==> config.mk <==
export PLATFORM = sky130hd
export DESIGN_NAME = intc
export DESIGN_NICKNAME = d
export VERILOG_FILES = /design/src/rtl/intc_pkg.sv /design/src/rtl/intc_src.sv /design/src/rtl/intc.sv
export SDC_FILE = /design/constraint.sdc
export NUM_CORES = 1
export LEC_CHECK = 0
export CAP_MARGIN = 30
export CORE_ASPECT_RATIO = 1.2
export CORE_MARGIN = 2
export CORE_UTILIZATION = 50
export CTS_CLUSTER_DIAMETER = 80
export CTS_CLUSTER_SIZE = 24
export DETAILED_ROUTE_END_ITERATION = 12
export PLACE_DENSITY = 0.81
export SLEW_MARGIN = 10
export SYNTH_ARGS = -nofsm -noshare
export SYNTH_HDL_FRONTEND = slang
export SYNTH_HIERARCHICAL = 1
export SYNTH_SLANG_ARGS = --single-unit
==> constraint.sdc <==
create_clock -name clk -period 1.6 [get_ports clk]
set_input_delay 0.32 -clock clk [delete_from_list [all_inputs] [get_ports clk]]
set_output_delay 0.32 -clock clk [all_outputs]
set_load 0.02 [all_outputs]
==> src/rtl/intc_pkg.sv <==
// Shared CSR offsets, bus widths and FSM encodings for the intc interrupt controller.
package intc_pkg;

    localparam int unsigned CSR_AW = 5;
    localparam int unsigned CSR_DW = 8;

    localparam int unsigned INTC_IE       = 0;
    localparam int unsigned INTC_IP       = 1;
    localparam int unsigned INTC_EDGE_CFG = 2;

    typedef enum logic [1:0] {
        ST_IDLE    = 2'd0,
        ST_ACTIVE  = 2'd1,
        ST_HOLDOFF = 2'd2
    } intc_state_e;

    function automatic logic [CSR_AW-1:0] csr_addr(input logic [CSR_AW-1:0] base,
                                                   input int unsigned off);
        return base + CSR_AW'(off);
    endfunction

endpackage

==> src/rtl/intc_src.sv <==
// One interrupt source: input history, pending bit and edge/level capture.
module intc_src (
    input  logic clk,
    input  logic rst,
    input  logic irq_in,
    input  logic ack,
    input  logic edge_sel,
    output logic pending
);

    logic prev_q;
    logic ip_q;

    // prev resets high so a line already asserted out of reset raises no edge
    always_ff @(posedge clk) begin
        if (rst) begin
            prev_q <= 1'b1;
            ip_q   <= 1'b0;
        end else begin
            prev_q <= irq_in;
            if (edge_sel) begin
                ip_q <= (irq_in & ~prev_q) | (ip_q & ~ack);
            end else begin
                ip_q <= irq_in;
            end
        end
    end

    assign pending = ip_q;

endmodule

==> src/rtl/intc.sv <==
// CSR-mapped interrupt controller: IE/IP/EDGE_CFG registers and the irq_out holdoff FSM.
// Optional EDGE_CFG register (per-source edge/level) is built when INTC_EDGE_CFG_EN is defined.
module intc
    import intc_pkg::*;
#(
    parameter logic [CSR_AW-1:0] BASE_ADDR      = 5'h1c,
    parameter int unsigned       NUM_SRC        = 8,
    parameter int unsigned       HOLDOFF_CYCLES = 4
) (
    input  logic                clk,
    input  logic                rst,
    input  logic [CSR_AW-1:0]   csr_a,
    input  logic [CSR_DW-1:0]   csr_di,
    input  logic                csr_we,
    output logic [CSR_DW-1:0]   csr_do,
    input  logic [NUM_SRC-1:0]  irq_in,
    output logic                irq_out
);

    localparam logic [CSR_AW-1:0] ADDR_IE = csr_addr(BASE_ADDR, INTC_IE);
    localparam logic [CSR_AW-1:0] ADDR_IP = csr_addr(BASE_ADDR, INTC_IP);
    localparam int unsigned       CNT_W   = (HOLDOFF_CYCLES > 1) ? $clog2(HOLDOFF_CYCLES) : 1;
    localparam logic [CNT_W-1:0]  CNT_LAST = CNT_W'(HOLDOFF_CYCLES - 1);

    logic [NUM_SRC-1:0] ie_q;
    logic [NUM_SRC-1:0] ip;
    logic [NUM_SRC-1:0] ack;
    logic [NUM_SRC-1:0] edge_sel;
    logic               wr_ie;
    logic               wr_ip;
    logic               host_ack;
    logic               active;
    logic [CSR_DW-1:0]  rd_data;
    intc_state_e        state_q;
    intc_state_e        state_d;
    logic [CNT_W-1:0]   cnt_q;
    logic [CNT_W-1:0]   cnt_d;

    assign wr_ie    = csr_we && (csr_a == ADDR_IE);
    assign wr_ip    = csr_we && (csr_a == ADDR_IP);
    assign ack      = wr_ip ? csr_di[NUM_SRC-1:0] : '0;
    assign host_ack = wr_ip && (csr_di != '0);
    assign active   = |(ip & ie_q);

    always_ff @(posedge clk) begin
        if (rst) begin
            ie_q <= '0;
        end else if (wr_ie) begin
            ie_q <= csr_di[NUM_SRC-1:0];
        end
    end

`ifdef INTC_EDGE_CFG_EN
    localparam logic [CSR_AW-1:0] ADDR_EC = csr_addr(BASE_ADDR, INTC_EDGE_CFG);
    logic [NUM_SRC-1:0] edge_cfg_q;

    always_ff @(posedge clk) begin
        if (rst) begin
            edge_cfg_q <= '1;
        end else if (csr_we && (csr_a == ADDR_EC)) begin
            edge_cfg_q <= csr_di[NUM_SRC-1:0];
        end
    end

    assign edge_sel = edge_cfg_q;
`else
    assign edge_sel = '1;
`endif

    for (genvar i = 0; i < int'(NUM_SRC); i++) begin : g_src
        intc_src u_src (
            .clk      (clk),
            .rst      (rst),
            .irq_in   (irq_in[i]),
            .ack      (ack[i]),
            .edge_sel (edge_sel[i]),
            .pending  (ip[i])
        );
    end

    // Readback mux; unused source bits and unmapped addresses read zero
    always_comb begin
        rd_data = '0;
        case (csr_a)
            ADDR_IE: rd_data = CSR_DW'(ie_q);
            ADDR_IP: rd_data = CSR_DW'(ip);
`ifdef INTC_EDGE_CFG_EN
            ADDR_EC: rd_data = CSR_DW'(edge_cfg_q);
`endif
            default: rd_data = '0;
        endcase
    end

    always_ff @(posedge clk) begin
        if (rst) begin
            csr_do <= '0;
        end else begin
            csr_do <= rd_data;
        end
    end

    // Any nonzero IP write while asserted is taken as an ack and forces a low gap
    always_comb begin
        state_d = state_q;
        cnt_d   = cnt_q;
        case (state_q)
            ST_IDLE: begin
                if (active) begin
                    state_d = ST_ACTIVE;
                end
            end
            ST_ACTIVE: begin
                if (host_ack) begin
                    state_d = ST_HOLDOFF;
                    cnt_d   = '0;
                end else if (!active) begin
                    state_d = ST_IDLE;
                end
            end
            ST_HOLDOFF: begin
                if (cnt_q == CNT_LAST) begin
                    state_d = ST_IDLE;
                end else begin
                    cnt_d = cnt_q + CNT_W'(1);
                end
            end
            default: state_d = ST_IDLE;
        endcase
    end

    always_ff @(posedge clk) begin
        if (rst) begin
            state_q <= ST_IDLE;
            cnt_q   <= '0;
            irq_out <= 1'b0;
        end else begin
            state_q <= state_d;
            cnt_q   <= cnt_d;
            irq_out <= (state_d == ST_ACTIVE);
        end
    end

endmodule
==> impl_metrics.json <==
{
  "status": "finished clean",
  "irDropWorstVdd_mv": 0.559,
  "antenna_found_initial": 0,
  "swShare_pct": 23.3,
  "diodes": 0,
  "async_reset_ff_share_pct": 0,
  "clockBufferDepth": 2,
  "die_h_um": 66.3,
  "cts_sinks": 37,
  "slew_viol_final": 0,
  "holdWs_ns": 0.498,
  "cp.buffers_inverters": 1,
  "cp_max_fo": 1,
  "maxCapViolations": 0,
  "p_int_w": 0.00132,
  "worstPathArrival_ns": 1.25,
  "cpLargestDelayFamily": "buffers and inverters",
  "drive_gt1_share_pct": 14.0,
  "power.share.clock_pct": 32.6,
  "dp_hpwl_mm": 2.67,
  "initial_core_util_pct": 52.5,
  "cts_setup_buffers": 0,
  "ys_ff_latch": 37,
  "cp-end-kind": "primary output",
  "cts_tree": "yes",
  "cp_cell_sequence": "clkdlybuf4s50_1",
  "crit_path_start_kind": "register",
  "ys_warn_count": 6,
  "layout.nets": 246,
  "powerDensity_mw_per_mm2": 781,
  "viasPerCell": 5.29,
  "clk_latency_ns": 0.34,
  "hold_violations": 0,
  "switchingPower_w": 0.000400,
  "synthTopCellsByArea": "dfxtp_1, nand3b_1, nand2b_1",
  "hold_buffers": 0,
  "coreArea_mm2": 0.00308,
  "utilization_pct": 71.3,
  "wl_per_cell_um": 13.5,
  "cp.required_ns": 1.28,
  "fmaxAchievable_mhz": 635,
  "drtAntennaViolNets": 0,
  "pre_cts_slack_ns": -0.307,
  "pwr-share-comb_pct": 11.3,
  "ys_seq_area_share_pct": 45.8,
  "port_buffers": 32,
  "drc": 0,
  "fin_crit_ns": 1.57,
  "finClkSkew_ns": 0.0105,
  "rows": 22,
  "syn_inst": 162,
  "cts_made_buffers": 5,
  "num_vias": 1365,
  "grt_overflow": 0,
  "dpl.cell_count": 250,
  "yosysTopAreaCell": "dfxtp_1",
  "synthesis.area_mm2": 0.00162,
  "crit_type": "reg -> out",
  "areaGrowthSynthToFinish_pct": 35.9,
  "setup_slack_ns": 0.0257,
  "avgSynthCellArea_um2": 9.99,
  "hold_path.class": "reg -> reg",
  "dieArea_mm2": 0.00371,
  "slowest_stage": "clkdlybuf4s50_1",
  "synth_top_area_share_pct": 45.8,
  "finalPower_w": 0.00172,
  "grt_pass1_wl_mm": 5.89,
  "grt_pass1_vias": 1361,
  "die_w_um": 55.9,
  "first_pass_iters": 4,
  "htreeDepth": 2,
  "clk_pin_slew_ns": 0.11,
  "ios": 33,
  "ys.flop_type": "dfxtp_1",
  "grt_max_degree": 36,
  "seqPwrFrac_pct": 56.1,
  "slowest_delay_ns": 0.59,
  "setup_viol": 0,
  "instances_no_fill": 258,
  "rsz0062_at_grt": "false",
  "first_iter_violations": 40,
  "root_buffer": "clkbuf_4",
  "yosysUniqueCellTypes": 30,
  "wirelength_mm": 3.49,
  "period_share_pct": 98.4,
  "gp_congestion": 0.753,
  "power.leakage_nw": 0.953,
  "grt_use_total_pct": 20.4,
  "synth-edff-count": 0
}
[cell usage after synthesis (2+ instances only)]
cell and n:
nand3b_1 18, dfxtp_1 37, mux2i_1 8, or2_1 8, nand2b_1 16, a211oi_1 2, a22oi_1 4, a21oi_2 8
clkbuf_1 5, and3_1 8, a21oi_1 9, nand3_1 9, buf_2 2, a21bo_1 8, nor4_1 4, nand4b_1 2
[registers in the layout, summed over array words and instances, names as in the netlist]
| signal | cells |
|---|---|
| csr_do | 8 |
| g_src.u_src/pending | 8 |
| g_src.u_src/prev_q | 8 |
| ie_q | 8 |
| cnt_q | 2 |
| state_q | 2 |
| irq_out | 1 |
[metrics by stage]
| step | cell area (µm²) | setup TNS [ns] |
|---|---|---|
| 2_1_floorplan | 1670 | 0 |
| 3_3_place_gp | 2120 | -2.08 |
| 3_5_place_dp | 2120 | -3.06 |
| 4_1_cts | 2180 | 0 |
| 5_1_grt | 2200 | 0 |
| 6_report | 2200 | 0 |
[power by group through the flow]
| stage | combinational, W | clock, W | sequential (W) |
|---|---|---|---|
| after floorplan | 0.0000834 | 0 | 0.000980 |
| after global placement | 0.000186 | 0 | 0.000982 |
| after detailed placement | 0.000193 | 0 | 0.000985 |
| after CTS | 0.000194 | 0.000572 | 0.000963 |
| after global routing | 0.000211 | 0.000605 | 0.000966 |
| final | 0.000193 | 0.000560 | 0.000964 |
[layer usage]
layer	vias to the layer above	GRT usage, %	wire [µm]
li1	691	-	-
met1	629	22.6	1490
met2	37	37.5	1780
met3	8	3.91	170
met4	0	9.52	59
met5	-	0	0
[what timing repair did]
| item | 4_1_cts | 5_1_grt |
|---|---|---|
| pin swaps | 0 | 0 |
| resized for setup | 2 | 7 |
| setup endpoints to repair | 2 | 13 |
[cells in the final DEF (no fill, tap or decap), types with 2 or more instances in the layout]
cell / n
or2_1: 8
clkbuf_8: 2
buf_4: 13
a21bo_1: 8
nand3b_1: 18
nand3_1: 9
dfxtp_1: 37
nand4b_1: 2
dlygate4sd2_1: 2
nand2b_1: 16
a22oi_1: 4
a21oi_1: 9
conb_1: 16
and3_1: 8
mux2i_1: 8
dlymetal6s2s_1: 6
a21oi_2: 8
clkdlybuf4s50_1: 24
clkbuf_4: 5
a211oi_1: 2
nor4_1: 4
[cells by family (layout without fill, tap and decap cells)]
kind of cell	Yosys count	after routing	share of synthesized area, %
AND/OR/NAND/NOR	71	71	29.2
flip-flops	37	37	45.8
multiplexers	8	8	4.95
AO/OA/AOI/OAI	34	34	16.2
other	1	16	0.232
adder cells (fa/ha/maj)	1	1	0.773
buffers and inverters	10	55	2.78
[area by class of cell]
| cell class | count | area (µm²) |
|---|---|---|
| tap | 36 | 45.0 |
| clock inverter | 1 | 5.00 |
| inverter | 1 | 3.75 |
| timing repair buffer | 46 | 450 |
| multi-input combinational | 130 | 888 |
| fill | 251 | 885 |
| sequential | 37 | 741 |
| clock buffer | 7 | 65.1 |
[final timing paths]
path | start | slack, ns | depth (start not counted) | to
max | csr_do[0] | 0.03 | 1 | csr_do[0]
min | state_q[1] | 0.50 | 1 | state_q[0]
max reg2reg | cnt_q[0] | 0.21 | 4 | cnt_q[0]
min reg2reg | state_q[1] | 0.50 | 1 | state_q[0]
No activity file was read; power rests on OpenSTA's default activity.
